--- src/rtl/shift_arbiter.sv ---
// Round-robin arbiter that time-shares one 8-bit barrel shifter between two requesters.
// Define SHIFT_ARB_ROT_EN to compile in rotate support (second shifter pass plus OR-accumulate).

module barrel_shifter (
  input  logic [7:0] in,
  input  logic [2:0] shamt,
  input  logic       dir,
  output logic [7:0] out
);

  assign out = dir ? (in >> shamt) : (in << shamt);

endmodule

module shift_arbiter (
  input  logic       clk,
  input  logic       rst_n,
  input  logic [1:0] req_valid,
  output logic [1:0] req_ready,
  input  logic [7:0] req_data0,
  input  logic [7:0] req_data1,
  input  logic [2:0] req_shamt0,
  input  logic [2:0] req_shamt1,
  input  logic       req_dir0,
  input  logic       req_dir1,
  input  logic       req_rot0,
  input  logic       req_rot1,
  output logic       rsp_valid,
  input  logic       rsp_ready,
  output logic [7:0] rsp_data,
  output logic       rsp_id,
  output logic       busy
);

  typedef enum logic [1:0] {IDLE, PASS1, PASS2, DONE} state_t;

  state_t     state_q;
  logic       last_q;
  logic       id_q;
  logic       dir_q;
  logic [2:0] shamt_q;
  logic [7:0] op_q;
  logic [7:0] acc_q;

  logic       gntId;
  logic [2:0] shiftAmt;
  logic       shiftDir;
  logic [7:0] shiftOut;

`ifdef SHIFT_ARB_ROT_EN
  logic rot_q;
  logic reqRot;
  assign reqRot = gntId ? req_rot1 : req_rot0;
`else
  logic unused_rot;
  assign unused_rot = req_rot0 ^ req_rot1;
`endif

  // On a tie the requester that was not served last wins.
  always_comb begin
    gntId = 1'b0;
    case (req_valid)
      2'b10:   gntId = 1'b1;
      2'b11:   gntId = ~last_q;
      default: gntId = 1'b0;
    endcase
  end

  always_comb begin
    req_ready = 2'b00;
    if (rst_n && (state_q == IDLE) && (|req_valid)) begin
      req_ready[gntId] = 1'b1;
    end
  end

  // The second rotate pass shifts the opposite way by the complementary amount.
  always_comb begin
    shiftAmt = shamt_q;
    shiftDir = dir_q;
`ifdef SHIFT_ARB_ROT_EN
    if (state_q == PASS2) begin
      shiftAmt = 3'd0 - shamt_q;
      shiftDir = ~dir_q;
    end
`endif
  end

  barrel_shifter u_shifter (
    .in    (op_q),
    .shamt (shiftAmt),
    .dir   (shiftDir),
    .out   (shiftOut)
  );

  always_ff @(posedge clk or negedge rst_n) begin
    if (!rst_n) begin
      state_q <= IDLE;
      last_q  <= 1'b1;
      id_q    <= 1'b0;
      dir_q   <= 1'b0;
      shamt_q <= 3'd0;
      op_q    <= 8'h00;
      acc_q   <= 8'h00;
`ifdef SHIFT_ARB_ROT_EN
      rot_q   <= 1'b0;
`endif
    end else begin
      case (state_q)
        IDLE: begin
          if (|req_ready) begin
            op_q    <= gntId ? req_data1 : req_data0;
            shamt_q <= gntId ? req_shamt1 : req_shamt0;
            dir_q   <= gntId ? req_dir1 : req_dir0;
            id_q    <= gntId;
            last_q  <= gntId;
`ifdef SHIFT_ARB_ROT_EN
            rot_q   <= reqRot;
`endif
            state_q <= PASS1;
          end
        end
        PASS1: begin
          acc_q <= shiftOut;
`ifdef SHIFT_ARB_ROT_EN
          state_q <= (rot_q && (shamt_q != 3'd0)) ? PASS2 : DONE;
`else
          state_q <= DONE;
`endif
        end
`ifdef SHIFT_ARB_ROT_EN
        PASS2: begin
          acc_q   <= acc_q | shiftOut;
          state_q <= DONE;
        end
`endif
        DONE: begin
          if (rsp_ready) begin
            state_q <= IDLE;
          end
        end
        default: state_q <= IDLE;
      endcase
    end
  end

  assign rsp_valid = (state_q == DONE);
  assign rsp_data  = acc_q;
  assign rsp_id    = id_q;
  assign busy      = (state_q != IDLE);

endmodule

--- config.mk ---
export PLATFORM = sky130hd
export DESIGN_NAME = shift_arbiter
export DESIGN_NICKNAME = d
export VERILOG_FILES = /design/src/rtl/shift_arbiter.sv
export SDC_FILE = /design/constraint.sdc
export NUM_CORES = 1
export LEC_CHECK = 0
export ABC_AREA = 0
export BUFFER_PORTS_ARGS = -buffer_cell sky130_fd_sc_hd__buf_2
export CORE_UTILIZATION = 30
export CTS_CLUSTER_SIZE = 25
export DETAILED_ROUTE_END_ITERATION = 8
export GPL_ROUTABILITY_DRIVEN = 0
export GPL_TIMING_DRIVEN = 0
export SYNTH_ARGS = -nofsm -noshare
export SYNTH_HDL_FRONTEND = slang
export SYNTH_SLANG_ARGS = --single-unit
export TNS_END_PERCENT = 20
--- constraint.sdc ---
create_clock -name clk -period 1.3 [get_ports clk]
set_input_delay 0.065 -clock clk [delete_from_list [all_inputs] [get_ports clk]]
set_output_delay 0.065 -clock clk [all_outputs]
set_load 0.01 [all_outputs]
# ---- Yosys cells after proc, flatten, opt, wreduce, memory -nomap -nowiden
# Index checks and enable logic that the tools add are counted.
dict set report totals {
  regBits 24
  latch_bits 0
  mem_bits_rw 0
  romBits 0
  in_bits 31
  elab_cells 38
  memories 0
}
dict set report classes {
  n_addsub 0
  n_mul 0
  div_mod_pow 0
  n_lt_le_gt_ge 2
  n_eq_ne 6
  n_shift 2
  mux 11
  bitwise 1
  n_reduce_logical 9
}
# op n
set op_table {}
lappend op_table {{$mux W8} 2}
lappend op_table {{$shl A8 B3 Y8} 1}
lappend op_table {{$shr A8 B3 Y8} 1}
lappend op_table {{$eq A2 B2 Y1 const B} 3}
lappend op_table {{$mux W2} 3}
lappend op_table {{$pmux W2 S3} 1}
lappend op_table {{$ne A2 B1 Y1 const B} 2}
lappend op_table {{$reduce_and A2 Y1} 2}
lappend op_table {{$reduce_or A2 Y1} 2}
lappend op_table {{$logic_and A1 B1 Y1} 3}
lappend op_table {{$mux W3} 1}
lappend op_table {{$eq A2 B1 Y1 const B} 1}
lappend op_table {{$logic_not A2 Y1} 1}
lappend op_table {{$lt A1 B2 Y1 const B} 1}
lappend op_table {{$mux W1} 2}
lappend op_table {{$pmux W1 S2} 1}
lappend op_table {{$reduce_bool A2 Y1} 1}
lappend op_table {{$demux W1 S1} 1}
lappend op_table {{$ge A1 B1 Y1 const B} 1}
lappend op_table {{$not A1 Y1} 1}

# ---- Logic depth before layout (Yosys ltp)
dict set report logic_depth {
  depth_word 10
  depth_mapped 7
  ltp_nobuf 4
}

# ---- Cells and area by module
# Synthesis repeated with hierarchy kept, for this count alone.
dict set report unflattened {
  cells_unflattened 147
  hier_area_um2 1699.1
}
# mod n_inst cells_each area_each_um2 seq_area_each_um2
set modules_own_cells {}
lappend modules_own_cells {shift_arbiter 1 74 1138.6 601.8}
lappend modules_own_cells {barrel_shifter 1 73 560.5 0.0}

# ---- Worst setup path after synthesis
# No wires, ideal clock.
dict set report synth_timing {
  kind {register to register}
  startpoint {register state_q[1]}
  endpoint {register op_q[1]}
  setup_time_ns 0.126
  arrival_time_ns 1.280
  path_slack_ns -0.106
  stages_incl_launch_ff 7
  path_cell_list {dfrtp_1 -> nand2b_1 -> or3_1 -> buf_6 -> buf_6 -> nand2_1 -> o21ai_0}
}
dict set report synth_via {
  elab_chain_cells 6
}
# element line_no
set synth_rtl {}
lappend synth_rtl {{start: declaration} 37} ;# state_t state_q;
lappend synth_rtl {{start signal: assignment} 97} ;# state_q <= IDLE;
lappend synth_rtl {{start signal: assignment} 119} ;# state_q <= PASS1;
lappend synth_rtl {{start signal: assignment} 127} ;# state_q <= DONE;
lappend synth_rtl {{$logic_not A2 Y1 *} {71, 108}}
lappend synth_rtl {{$logic_and A1 B1 Y1 (2 in a row)} 71} ;# if (rst_n && (state_q == IDLE) && (|req_valid)) begin
lappend synth_rtl {{$mux W2} 71}
lappend synth_rtl {{$reduce_or A2 Y1} 110} ;# if (|req_ready) begin
lappend synth_rtl {{$reduce_and A2 Y1 (no line) *} -}
lappend synth_rtl {{end signal: assignment} 111} ;# op_q <= gntId ? req_data1 : req_data0;
lappend synth_rtl {{end: declaration} 42} ;# logic [7:0] op_q;
# Every way passes the cells marked *; elsewhere a longest branch is shown, timed or not.
# A chain may end at the register's enable or synchronous reset.

# ---- Final worst setup path
dict set report layout_timing {
  startpoint {register state_q[1]}
  endpoint {output port req_ready[0]}
}
dict set report layout_via {
  elab_chain_cells 4
}
# element line_no
set layout_rtl {}
lappend layout_rtl {{$logic_not A2 Y1} 71}
lappend layout_rtl {{$logic_and A1 B1 Y1 (2 in a row)} 71}
lappend layout_rtl {{$mux W2} 71}
lappend layout_rtl {{end: declaration} 19} ;# output logic [1:0] req_ready,
# Every way passes these cells.

==> out/results.tsv <==
stage	metric	value	unit
critical_path	crit_slowest_cell	dfrtp_1	
critical_path	cp-end-kind	output pin	
cts	clk_pin_slew_worst_paths	0.09	ns
cts	ctsHoldBuffers	1	
timing	setup_violations	23	
yosys	synth.area.top_cells	dfrtp_1 35%, mux2i_1 12%, nand2_1 5.7%, o21ai_2 3.7%, buf_6 2.7%	
yosys	synth_top_area_cell	dfrtp_1	
routing	drt-total-wl	4267	um
critical_path	worstSetupStartpointType	register	
die	core	0.005205	sq mm
pwr	peakVddDrop	844.4	uV
cts	cts_buffer_depth	2	
placed_design	place_area	0.001967	sq mm
timing	timing_hold_violations_final	23	
final_layout	fin_cells	304	
timing	whs	-0.2210	ns
final_layout	fin_area	0.002272	sq mm
global_routing	grt_max_degree	26	
timing	skew	0.004800	ns
cts	clock_sinks	24	
critical_path	r2r_slack	-0.24	ns
yosys	netlist_area	0.001659	sq mm
placed_design	dp_hpwl	2897	um
critical_path	critical_path_required	1.24	ns
routing	drc	0	
critical_path	slowest_delay	0.39	ns
timing	timing.fmax	635.3	MHz
yosys	syn-instance-count	175	
final_layout	antenna_cells	0	
yosys	yosysWarnings	0	
run_status	run_status	complete, but fails checks	
die	die_h	76.37	um
global_routing	antenna_found_initial	0	
final_layout	nNetsFinal	266	
final_layout	area_growth	36.95	%
yosys	ys_seq_area_frac	0.3627	
yosys	synth_edf_count	0	
yosys	syn_nets	206	
placed_design	place_ws	-0.3141	ns
die	fp-row-count	26	
timing	slew_violations	0	
routing	wl_per_cell	14.04	um
critical_path	rr_startpoint	state_q[1]$_DFFE_PN0P_	
yosys	synth_ff_type	dfrtp_1	
critical_path	r2r-end	op_q[2]$_DFFE_PN0P_	
routing	detail-route-antenna-nets	0	
die	die_w	76.37	um
timing	fin_ws	-0.2740	ns
routing	vias	1531	
pwr	power_density	2437	mW/mm^2
final_layout	drive_gt1_frac	0.4615	
yosys	synthArstFlopShare	1.000	
flow_run	cap_violations	0	
critical_path	crit_fanout	5	
run_status	violations	hold timing, setup timing	
placed_design	dp_cells	286	
routing	dr.pass1.iters	4	
timing	rsz0062_at_grt	true	
global_routing	grt.total_usage	0.1529	
die	dieArea	0.005832	sq mm
critical_path	path_cells	nand2b_4 -> or3_4 -> buf_6 -> nor2_2 -> buf_2	
critical_path	critPathKind	register to output pin	
cts	clock_latency	0.27	ns
yosys	synth_cell_type_count	43	
cts	root_buffer	clkbuf_8	
die	ioPinCount	44	
global_routing	gr-total-overflow	0	
yosys	synth-seq-cells	24	
die	initial_core_util	0.3187	
pwr	leakage	1.041	nW
global_routing	first_global_vias	1445	
timing	tightest_slew	0.5817	ns
cts	numCtsBuffers	3	
routing	vias_per_cell	5.036	
critical_path	r2r_cells	7	
min_path	hp-class	input port to async pin	
timing	relSlewSlack	0.6122	
timing	min_period	1.574	ns
routing	first_iter_violations	83	
final_layout	fillers	546	
yosys	syn_area_per_cell	9.481	sq um
cts	cts_tree	yes	
yosys	synth.most_common_cell	nand2_1	
global_routing	grt_pass1_wl	7231	um
yosys	synth_top_area_frac	0.3469	
placed_design	numPortBuffers	41	
critical_path	worst_ep_arrival_time	1.51	ns
cts	htree_levels	1	
timing	min_period_over_period	1.211	
yosys	netlist_top_cells_count	25 x nand2_1, 23 x dfrtp_1, 20 x mux2i_1	
==> layout make-up <==
cell class	instances	area (sq um)	share of cell area
Buffer	13	136.4	0.06002
Timing Repair Buffer	56	351.6	0.1547
Multi-Input combinational cell	133	1018	0.4482
Tap cell	70	87.58	0.03855
Clock buffer	4	55.05	0.02423
Sequential cell	24	608.1	0.2676
Inverter	4	15.01	0.006608
==> kinds of logic (layout without fill, tap and decap cells) <==
kind of cell           Yosys count  count (layout)  share of synthesized area
AOI/OAI and AO/OA               49              49                     0.2157
buffers and inverters           18              77                    0.07164
DFF                             24              24                     0.3627
muxes                           26              26                     0.1840
and+or+nand+nor                 58              58                     0.1659
==> sequential cells by signal, indices dropped and copies added, names as in the netlist <==
name,count
rsp_id,1
rsp_data,8
op_q,8
dir_q,1
state_q,2
shamt_q,3
last_q,1
==> worst max-delay path, delay by kind of cell (launching register included) <==
kind | cells | cell delay [ns]
DFF | 1 | 0.39
and+or+nand+nor | 3 | 0.58
buffers and inverters | 2 | 0.26
==> stage by stage <==
step | utilization | power, mW | hold WS [ns] | setup TNS, ns
global route | 0.4365 | 5.947 | -0.1596 | -5.387
floorplan | - | 3.522 | -0.2306 | -0.7937
finish | 0.4365 | 5.537 | -0.2210 | -4.003
CTS | 0.4151 | 5.227 | -0.1892 | -4.704
global placement | 0.3779 | 4.239 | 0.1006 | -5.302
detailed placement | 0.3779 | 4.283 | 0.1080 | -5.301
==> cell usage in the layout, fill, tap and decap left out, types with 3 or more instances in the layout <==
master,Yosys,final
a21oi_1,8,6
clkbuf_8,0,4
nor2_1,12,10
o21ai_1,0,6
buf_6,4,8
inv_1,4,3
buf_2,5,40
a31oi_1,5,5
mux2_2,3,3
nand2_1,25,25
dfrtp_1,23,18
nand2b_1,5,4
buf_4,4,17
o21ai_2,7,7
nand3_1,3,3
dfrtp_2,0,5
mux2i_1,20,19
nor2_2,1,3
==> how the worst max path moves through the flow <==
| stage | start | to | slack, ns | depth (start not counted) |
|---|---|---|---|---|
| floorplan | shamt_q[0]$_DFFE_PN0P_ | rsp_data[5]$_DFFE_PN0P_ | -0.10 | 5 |
| global placement | dir_q$_DFFE_PN0P_ | rsp_data[2]$_DFFE_PN0P_ | -0.31 | 5 |
| detailed placement | dir_q$_DFFE_PN0P_ | rsp_data[2]$_DFFE_PN0P_ | -0.31 | 5 |
| CTS | state_q[1]$_DFFE_PN0P_ | req_ready[0] | -0.40 | 6 |
| global route | state_q[1]$_DFFE_PN0P_ | req_ready[0] | -0.33 | 5 |
| finish | state_q[1]$_DFFE_PN0P_ | req_ready[0] | -0.27 | 5 |
==> repair_timing <==
action / 4_1_cts / 5_1_grt
endpoints found under the hold margin: 24 / 23
pin swaps: 10 / 5
setup endpoints to repair: 24 / 25
buffers inserted: 9 / 4
gates resized for setup: 23 / 20
gates cloned: 0 / 1
==> power by group <==
group,switching (mW),total (mW),internal [mW]
combinational,1.70,3.46,1.76
clock,0.259,0.530,0.271
sequential,0.421,1.55,1.13
==> per-layer routing <==
layer | share of wire | GRT usage | up-vias
met5 | 0 | 0 | -
li1 | - | - | 760
met3 | 0.056 | 0.02874 | 9
met1 | 0.46 | 0.2105 | 707
met2 | 0.47 | 0.2477 | 55
met4 | 0.012 | 0.03462 | 0
No activity file was read; power rests on OpenSTA's default activity.
